$ cat config.mk
export PLATFORM = sky130hd
export DESIGN_NAME = bcd_stopwatch_flat
export DESIGN_NICKNAME = d
export VERILOG_FILES = /design/src/rtl/bcd_stopwatch_if.sv /design/src/rtl/bcd_stopwatch.sv /design/src/flat_wrapper.sv
export SDC_FILE = /design/constraint.sdc
export NUM_CORES = 1
export LEC_CHECK = 0
export BUFFER_PORTS_ARGS = -buffer_cell sky130_fd_sc_hd__buf_2
export CAP_MARGIN = 30
export CORE_MARGIN = 5
export CORE_UTILIZATION = 40
export CTS_BUF_LIST = sky130_fd_sc_hd__clkbuf_4 sky130_fd_sc_hd__clkbuf_8
export CTS_CLUSTER_DIAMETER = 120
export DETAILED_ROUTE_END_ITERATION = 16
export MAX_ROUTING_LAYER = met4
export PLACE_DENSITY = 0.52
export SLEW_MARGIN = 20
export SYNTH_ARGS = -nofsm -noshare
export SYNTH_HDL_FRONTEND = slang
export SYNTH_SLANG_ARGS = --single-unit
$ cat constraint.sdc
create_clock -name clk -period 2.5 [get_ports clk]
set_input_delay 0.25 -clock clk [delete_from_list [all_inputs] [get_ports clk]]
set_output_delay 0.25 -clock clk [all_outputs]
set_load 0.02 [all_outputs]
$ cat src/rtl/bcd_stopwatch_if.sv
// bcd_stopwatch_if: button inputs and display-side outputs of the stopwatch.
// The slave modport is the stopwatch core; master is whatever drives the keys
// and consumes the digits. Optional lap key present when STOPWATCH_LAP_EN is defined.
`timescale 1ns/1ps

interface bcd_stopwatch_if;
  logic        key_start_n;
  logic        key_clear_n;
`ifdef STOPWATCH_LAP_EN
  logic        key_lap_n;
`endif
  logic [23:0] digits;
  logic        running;
  logic        overflow;

`ifdef STOPWATCH_LAP_EN
  modport master (output key_start_n, key_clear_n, key_lap_n,
                  input  digits, running, overflow);
  modport slave  (input  key_start_n, key_clear_n, key_lap_n,
                  output digits, running, overflow);
`else
  modport master (output key_start_n, key_clear_n,
                  input  digits, running, overflow);
  modport slave  (input  key_start_n, key_clear_n,
                  output digits, running, overflow);
`endif
endinterface

$ cat src/rtl/bcd_stopwatch.sv
// bcd_stopwatch: MM:SS.cc stopwatch core feeding the seven-segment decoders.
// Debounced start/clear keys, IDLE/RUN/PAUSE control, centisecond divider and a
// six-digit BCD cascade wrapping at 59:59.99 with a one-cycle overflow pulse.
// Optional feature: define STOPWATCH_LAP_EN to add a lap key and lap-hold display.
`timescale 1ns/1ps

module bcd_stopwatch #(
  parameter int CLK_FREQ     = 50000000,
  parameter int TICK_HZ      = 100,
  parameter int DEBOUNCE_CYC = 1000000
) (
  input  logic            clk,
  input  logic            rst_n,
  bcd_stopwatch_if.slave  sw
);

  localparam int DIV_TC = CLK_FREQ / TICK_HZ - 1;
  localparam int DIV_W  = (DIV_TC > 0) ? $clog2(DIV_TC + 1) : 1;
  localparam int DEB_W  = (DEBOUNCE_CYC > 1) ? $clog2(DEBOUNCE_CYC) : 1;

  localparam int KEY_START = 0;
  localparam int KEY_CLEAR = 1;
`ifdef STOPWATCH_LAP_EN
  localparam int KEY_LAP   = 2;
  localparam int NUM_KEYS  = 3;
`else
  localparam int NUM_KEYS  = 2;
`endif

  // Per-digit maxima, index 0 = centisecond units.
  localparam logic [3:0] DIG_MAX [6] = '{4'd9, 4'd9, 4'd9, 4'd5, 4'd9, 4'd5};

  typedef enum logic [1:0] {ST_IDLE, ST_RUN, ST_PAUSE} state_t;

  // ---------------------------------------------------------------------------
  // Key path: 2-FF synchroniser, stability counter, press on debounced 1->0.
  // ---------------------------------------------------------------------------
  logic [NUM_KEYS-1:0] key_n;
  logic [NUM_KEYS-1:0] sync1_q, sync2_q;
  logic [NUM_KEYS-1:0] deb_q, deb_d;
  logic [DEB_W-1:0]    deb_cnt_q [NUM_KEYS];
  logic [DEB_W-1:0]    deb_cnt_d [NUM_KEYS];
  logic [NUM_KEYS-1:0] press;

`ifdef STOPWATCH_LAP_EN
  assign key_n = {sw.key_lap_n, sw.key_clear_n, sw.key_start_n};
`else
  assign key_n = {sw.key_clear_n, sw.key_start_n};
`endif

  // Stability count: runs while the synchronised level differs from the
  // debounced one, restarts whenever it falls back, commits after DEBOUNCE_CYC.
  always_comb begin
    // NOTE: every always_comb output gets a default first so no path can leave it unassigned (which would infer a latch).
    deb_d = deb_q;
    for (int k = 0; k < NUM_KEYS; k++) begin
      deb_cnt_d[k] = '0;
      if (sync2_q[k] != deb_q[k]) begin
        if (deb_cnt_q[k] == DEB_W'(DEBOUNCE_CYC - 1)) begin
          deb_d[k] = sync2_q[k];
        end else begin
          deb_cnt_d[k] = deb_cnt_q[k] + 1'b1;
        end
      end
    end
  end

  // One-cycle press pulse, aligned with the edge that commits the low level.
  assign press = deb_q & ~deb_d;

  // Synchroniser and debounce registers; released (1) out of reset.
  always_ff @(posedge clk or negedge rst_n) begin
    if (!rst_n) begin
      sync1_q <= '1;
      sync2_q <= '1;
      deb_q   <= '1;
      // NOTE: the counter array is a handful of flops, not RAM, so resetting it is cheap and keeps the first debounce window exact.
      for (int k = 0; k < NUM_KEYS; k++) deb_cnt_q[k] <= '0;
    end else begin
      // NOTE: sequential state uses non-blocking assignments so every register samples pre-edge values.
      sync1_q <= key_n;
      sync2_q <= sync1_q;
      deb_q   <= deb_d;
      for (int k = 0; k < NUM_KEYS; k++) deb_cnt_q[k] <= deb_cnt_d[k];
    end
  end

  logic start_evt, clear_evt;
  assign start_evt = press[KEY_START];
  assign clear_evt = press[KEY_CLEAR];

  // ---------------------------------------------------------------------------
  // Control FSM.
  // ---------------------------------------------------------------------------
  state_t state_q, state_d;
  logic   running_q;

  // Next state: clear wins over start; start toggles RUN/PAUSE or leaves IDLE.
  always_comb begin
    state_d = state_q;
    if (clear_evt) begin
      state_d = ST_IDLE;
    end else if (start_evt) begin
      case (state_q)
        ST_IDLE:  state_d = ST_RUN;
        ST_RUN:   state_d = ST_PAUSE;
        ST_PAUSE: state_d = ST_RUN;
        default:  state_d = ST_IDLE;
      endcase
    end
  end

  // State register with running decoded on the same edge.
  always_ff @(posedge clk or negedge rst_n) begin
    if (!rst_n) begin
      state_q   <= ST_IDLE;
      running_q <= 1'b0;
    end else begin
      state_q   <= state_d;
      running_q <= (state_d == ST_RUN);
    end
  end

  // ---------------------------------------------------------------------------
  // Centisecond divider: counts only in RUN, holds phase in PAUSE.
  // ---------------------------------------------------------------------------
  logic [DIV_W-1:0] div_q;
  logic             tick;

  assign tick = (state_q == ST_RUN) && (div_q == DIV_W'(DIV_TC));

  // Divider count; zeroed in IDLE so a fresh start sees a full period.
  always_ff @(posedge clk or negedge rst_n) begin
    if (!rst_n) begin
      div_q <= '0;
    end else if (clear_evt || state_q == ST_IDLE) begin
      div_q <= '0;
    end else if (state_q == ST_RUN) begin
      div_q <= tick ? '0 : div_q + 1'b1;
    end
  end

  // ---------------------------------------------------------------------------
  // BCD cascade.
  // ---------------------------------------------------------------------------
  logic [23:0] count_q;
  logic [23:0] count_inc;
  logic        carry;
  logic        overflow_q;

  // Ripple-carry increment; a digit at (or somehow above) its max rolls to 0,
  // so the register can never settle on a non-BCD value.
  always_comb begin
    count_inc = count_q;
    carry     = 1'b1;
    for (int i = 0; i < 6; i++) begin
      if (carry) begin
        if (count_q[i*4 +: 4] >= DIG_MAX[i]) begin
          count_inc[i*4 +: 4] = 4'd0;
        end else begin
          count_inc[i*4 +: 4] = count_q[i*4 +: 4] + 4'd1;
          carry               = 1'b0;
        end
      end
    end
  end

  // Live count and overflow pulse; carry out of the top digit marks the wrap.
  always_ff @(posedge clk or negedge rst_n) begin
    if (!rst_n) begin
      count_q    <= '0;
      overflow_q <= 1'b0;
    end else begin
      overflow_q <= 1'b0;
      if (clear_evt || state_q == ST_IDLE) begin
        count_q <= '0;
      end else if (tick) begin
        count_q    <= count_inc;
        overflow_q <= carry;
      end
    end
  end

`ifdef STOPWATCH_LAP_EN
  // ---------------------------------------------------------------------------
  // Lap capture: freeze the display while the live count keeps running.
  // ---------------------------------------------------------------------------
  logic [23:0] lap_q;
  logic        lap_hold_q;
  logic        lap_evt;

  assign lap_evt = press[KEY_LAP];

  // Lap register and hold flag; lap presses in IDLE are ignored.
  always_ff @(posedge clk or negedge rst_n) begin
    if (!rst_n) begin
      lap_q      <= '0;
      lap_hold_q <= 1'b0;
    end else if (clear_evt) begin
      lap_q      <= '0;
      lap_hold_q <= 1'b0;
    end else if (lap_evt) begin
      if (state_q == ST_RUN) begin
        if (lap_hold_q) begin
          lap_hold_q <= 1'b0;
        end else begin
          lap_q      <= count_q;
          lap_hold_q <= 1'b1;
        end
      end else if (state_q == ST_PAUSE) begin
        lap_hold_q <= 1'b0;
      end
    end
  end

  assign sw.digits = lap_hold_q ? lap_q : count_q;
`else
  assign sw.digits = count_q;
`endif

  assign sw.running  = running_q;
  assign sw.overflow = overflow_q;

endmodule

$ cat src/flat_wrapper.sv
// flat-port wrapper written by rule: the top's interface ports become plain ports
module bcd_stopwatch_flat 
#(
  parameter int CLK_FREQ     = 50000000,
  parameter int TICK_HZ      = 100,
  parameter int DEBOUNCE_CYC = 1000000
)
  (clk, rst_n, sw_key_start_n, sw_key_clear_n, sw_digits, sw_running, sw_overflow);
  bcd_stopwatch_if sw_i ();
  input  logic clk;
  input  logic rst_n;
  input wire logic [$bits(sw_i.key_start_n)-1:0] sw_key_start_n;
  input wire logic [$bits(sw_i.key_clear_n)-1:0] sw_key_clear_n;
  output wire logic [$bits(sw_i.digits)-1:0] sw_digits;
  output wire logic [$bits(sw_i.running)-1:0] sw_running;
  output wire logic [$bits(sw_i.overflow)-1:0] sw_overflow;
  assign sw_i.key_start_n = sw_key_start_n;
  assign sw_i.key_clear_n = sw_key_clear_n;
  assign sw_digits = sw_i.digits;
  assign sw_running = sw_i.running;
  assign sw_overflow = sw_i.overflow;
  bcd_stopwatch #(.CLK_FREQ(CLK_FREQ), .TICK_HZ(TICK_HZ), .DEBOUNCE_CYC(DEBOUNCE_CYC)) u_core (.clk(clk), .rst_n(rst_n), .sw(sw_i));
endmodule
==> flow_summary.yaml <==
finish:
  area_delta_synth_final_pct: 13.7
  layout-drive-gt1-share: 0.155
  final_cell_mix: "87 x dfrtp_1, 70 x nor2_1, 33 x nand2_1, 33 x xnor2_1, 28 x buf_2"
  design_area_sq_um: 5700
  nNetsFinal: 594
  final_common_cell: "dfrtp_1"
  n_antenna_cell: 0
  post-route-util: 0.457
floorplanning:
  core_area_sq_um: 12500
  io_pins: 30
  num_rows: 41
  initial_core_util: 0.402
  die_x_um: 122
  die_area_sq_um: 14900
  dieHeight_um: 122
route:
  drt_first_pass_iters: 4
  vias: 3891
  drt_iter0_drc: 178
  drcViolationCount: 0
  via_per_inst: 5.22
  ant_nets: 0
  wl_mm: 10.8
  wire_per_inst_um: 14.5
synthesis:
  netlist_instances: 519
  yosysWarnings: 0
  yosysSeqAreaShare: 0.466
  synthesis.area_sq_um: 5010
  yosysUniqueCellTypes: 53
  ys_seq_elements: 93
  synthFlopType: "dfrtp_1"
  yosys-top-cells-area: "dfrtp_1 43%, xnor2_1 5.8%, ha_1 5.2%"
  synth_top_area_share: 0.434
  synth-edff-count: 0
  yosysTopAreaCell: "dfrtp_1"
  synthArstFlopShare: 1.00
  syn_nets: 544
  synth.avg_cell_area_sq_um: 9.66
sta:
  fin_crit_sh: 0.940
  skew_ns: 0.0119
  max_slew_margin: 0.471
  fmax_ghz: 0.426
  min_period_ns: 2.35
  rsz0062_at_grt: "no"
  tns_ns: 0
  worst_pin_slew_ns: 0.793
  setup_viol: 0
  hold_viol: 0
  slew_violations: 0
worst_setup_path:
  crit_fanout: 10
  worstPathRequired_ns: 2.78
  critPathKind: "register to register"
  path_delay_family: "simple AND/OR/NAND/NOR gates"
  startpoint_type: "register"
  cp-end-kind: "register"
  crit_buf_inv: 0
  crit_slowest_cell: "or4_4"
  slowest_delay_ns: 0.56
  path_cells: "ha_1 > nand2_1 > or4_4 > or2_0 > o311a_1 > a31o_1"
  cp.arrival_ns: 2.63
power_and_ir_drop:
  power.density_nw_per_um2: 462
  swShare: 0.231
  seqPwrFrac: 0.580
  clkPwrFrac: 0.395
  p_leak_nw: 2.40
  internal_power_w: 0.00203
  ir_drop_mv: 0.221
  switching_power_w: 0.000607
  combPwrFrac: 0.025
cts:
  numCtsBuffers: 9
  htreeDepth: 3
  postCtsSetupBuffers: 0
  clock_sinks: 93
  path_clk_slew_ns: 0.10
  cts_root_buffer: "clkbuf_8"
  tritoncts: "built"
  cts_buffer_depth: 2
  clock_latency_ns: 0.38
hold_path:
  hold_path_class: "input port to async pin"
global_route:
  antenna_found_initial: 0
  grt_first_pass_wirelength_mm: 18.7
  grt.overflow.total: 0
  first_global_vias: 3840
  grt_max_degree: 61
  track_usage: 0.162
place:
  gp_congestion: 0.807
  place_area_sq_um: 5470
  io_buffers: 29
  hpwl_mm: 7.69
status:
  outcome: "completed"
job:
  max-cap-violations: 0
-- registers in the layout, indices dropped and copies added, names as in the netlist --
register            cells
u_core.deb_cnt_q       40
u_core.sw.digits       24
u_core.div_q           19
u_core.deb_q            2
u_core.state_q          2
u_core.sync1_q          2
u_core.sync2_q          2
u_core.sw.overflow      1
u_core.sw.running       1
-- power groups by stage --
stage               Clock (W)  Sequential [W]  Combinational (W)
detailed placement          0         0.00156          0.0000680
global placement            0         0.00155          0.0000675
global route          0.00115         0.00153          0.0000806
floorplan                   0         0.00155          0.0000203
CTS                   0.00109         0.00153          0.0000717
finish                0.00104         0.00153          0.0000670
-- Yosys cell counts (7+ instances only) --
cell type  number
xnor2_1        33
dfrtp_1        87
or4_1           8
nand4_1        18
nor2_1         70
buf_2           8
xor2_1         10
nor3_1         20
o31ai_1         7
a21oi_1        27
and3_1         14
o21ai_0        18
or3_1          10
nand3_1        23
ha_1           21
inv_1          25
nand2_1        33
-- cell families after synthesis --
family	after synthesis	share of synthesized area
buffers and inverters	38	0.0327
XOR/XNOR	43	0.0751
flip-flops	93	0.466
adder cells (fa/ha/maj)	21	0.0524
multiplexers	9	0.0187
AND/OR/NAND/NOR	244	0.269
AO/OA/AOI/OAI	71	0.0866
-- metrics by stage --
step	hold WS [ns]	setup slack (ns)	cells	total power, W
detailed placement	0.247	0.176	727	0.00162
finish	0.347	0.151	746	0.00263
CTS	0.356	0.153	746	0.00269
global placement	0.245	0.235	727	0.00162
floorplan	-0.0456	0.222	519	0.00157
global route	0.362	0.000427	746	0.00275
-- worst paths after layout --
kind	start	end	slack, ns	cells past startpoint
max	u_core.div_q[0]	u_core.sw.digits[22]	0.15	6
min	rst_n	u_core.deb_cnt_q[37]	0.35	2
max reg2reg	u_core.div_q[0]	u_core.sw.digits[22]	0.15	6
min reg2reg	u_core.sync1_q[0]	u_core.sync2_q[0]	0.35	0
max in group asynchronous	rst_n	u_core.sync1_q[0]	1.42	3
min in group clk	u_core.sync1_q[0]	u_core.sync2_q[0]	0.35	0
-- timing repair --
action / in CTS / in global routing
hold buffers: 3 / 0
resized for setup: 0 / 0
endpoints found under the hold margin: 35 / 0
-- layer usage --
layer | vias to the layer above | track usage | part of all wire
met5 | - | - | 0
met4 | 0 | 0.0672 | 0.020
met3 | 11 | 0.0274 | 0.037
met2 | 58 | 0.235 | 0.45
met1 | 1881 | 0.226 | 0.50
li1 | 1941 | - | -
-- layout make-up --
cell class / count / area, sq um
Fill cell: 1216 / 6760
Multi-Input combinational cell: 388 / 2520
Sequential cell: 93 / 2330
Timing Repair Buffer: 52 / 340
Tap cell: 172 / 215
Clock buffer: 11 / 139
Inverter: 25 / 93.8
Clock inverter: 5 / 62.6
Power figures use the tool's default switching activity.
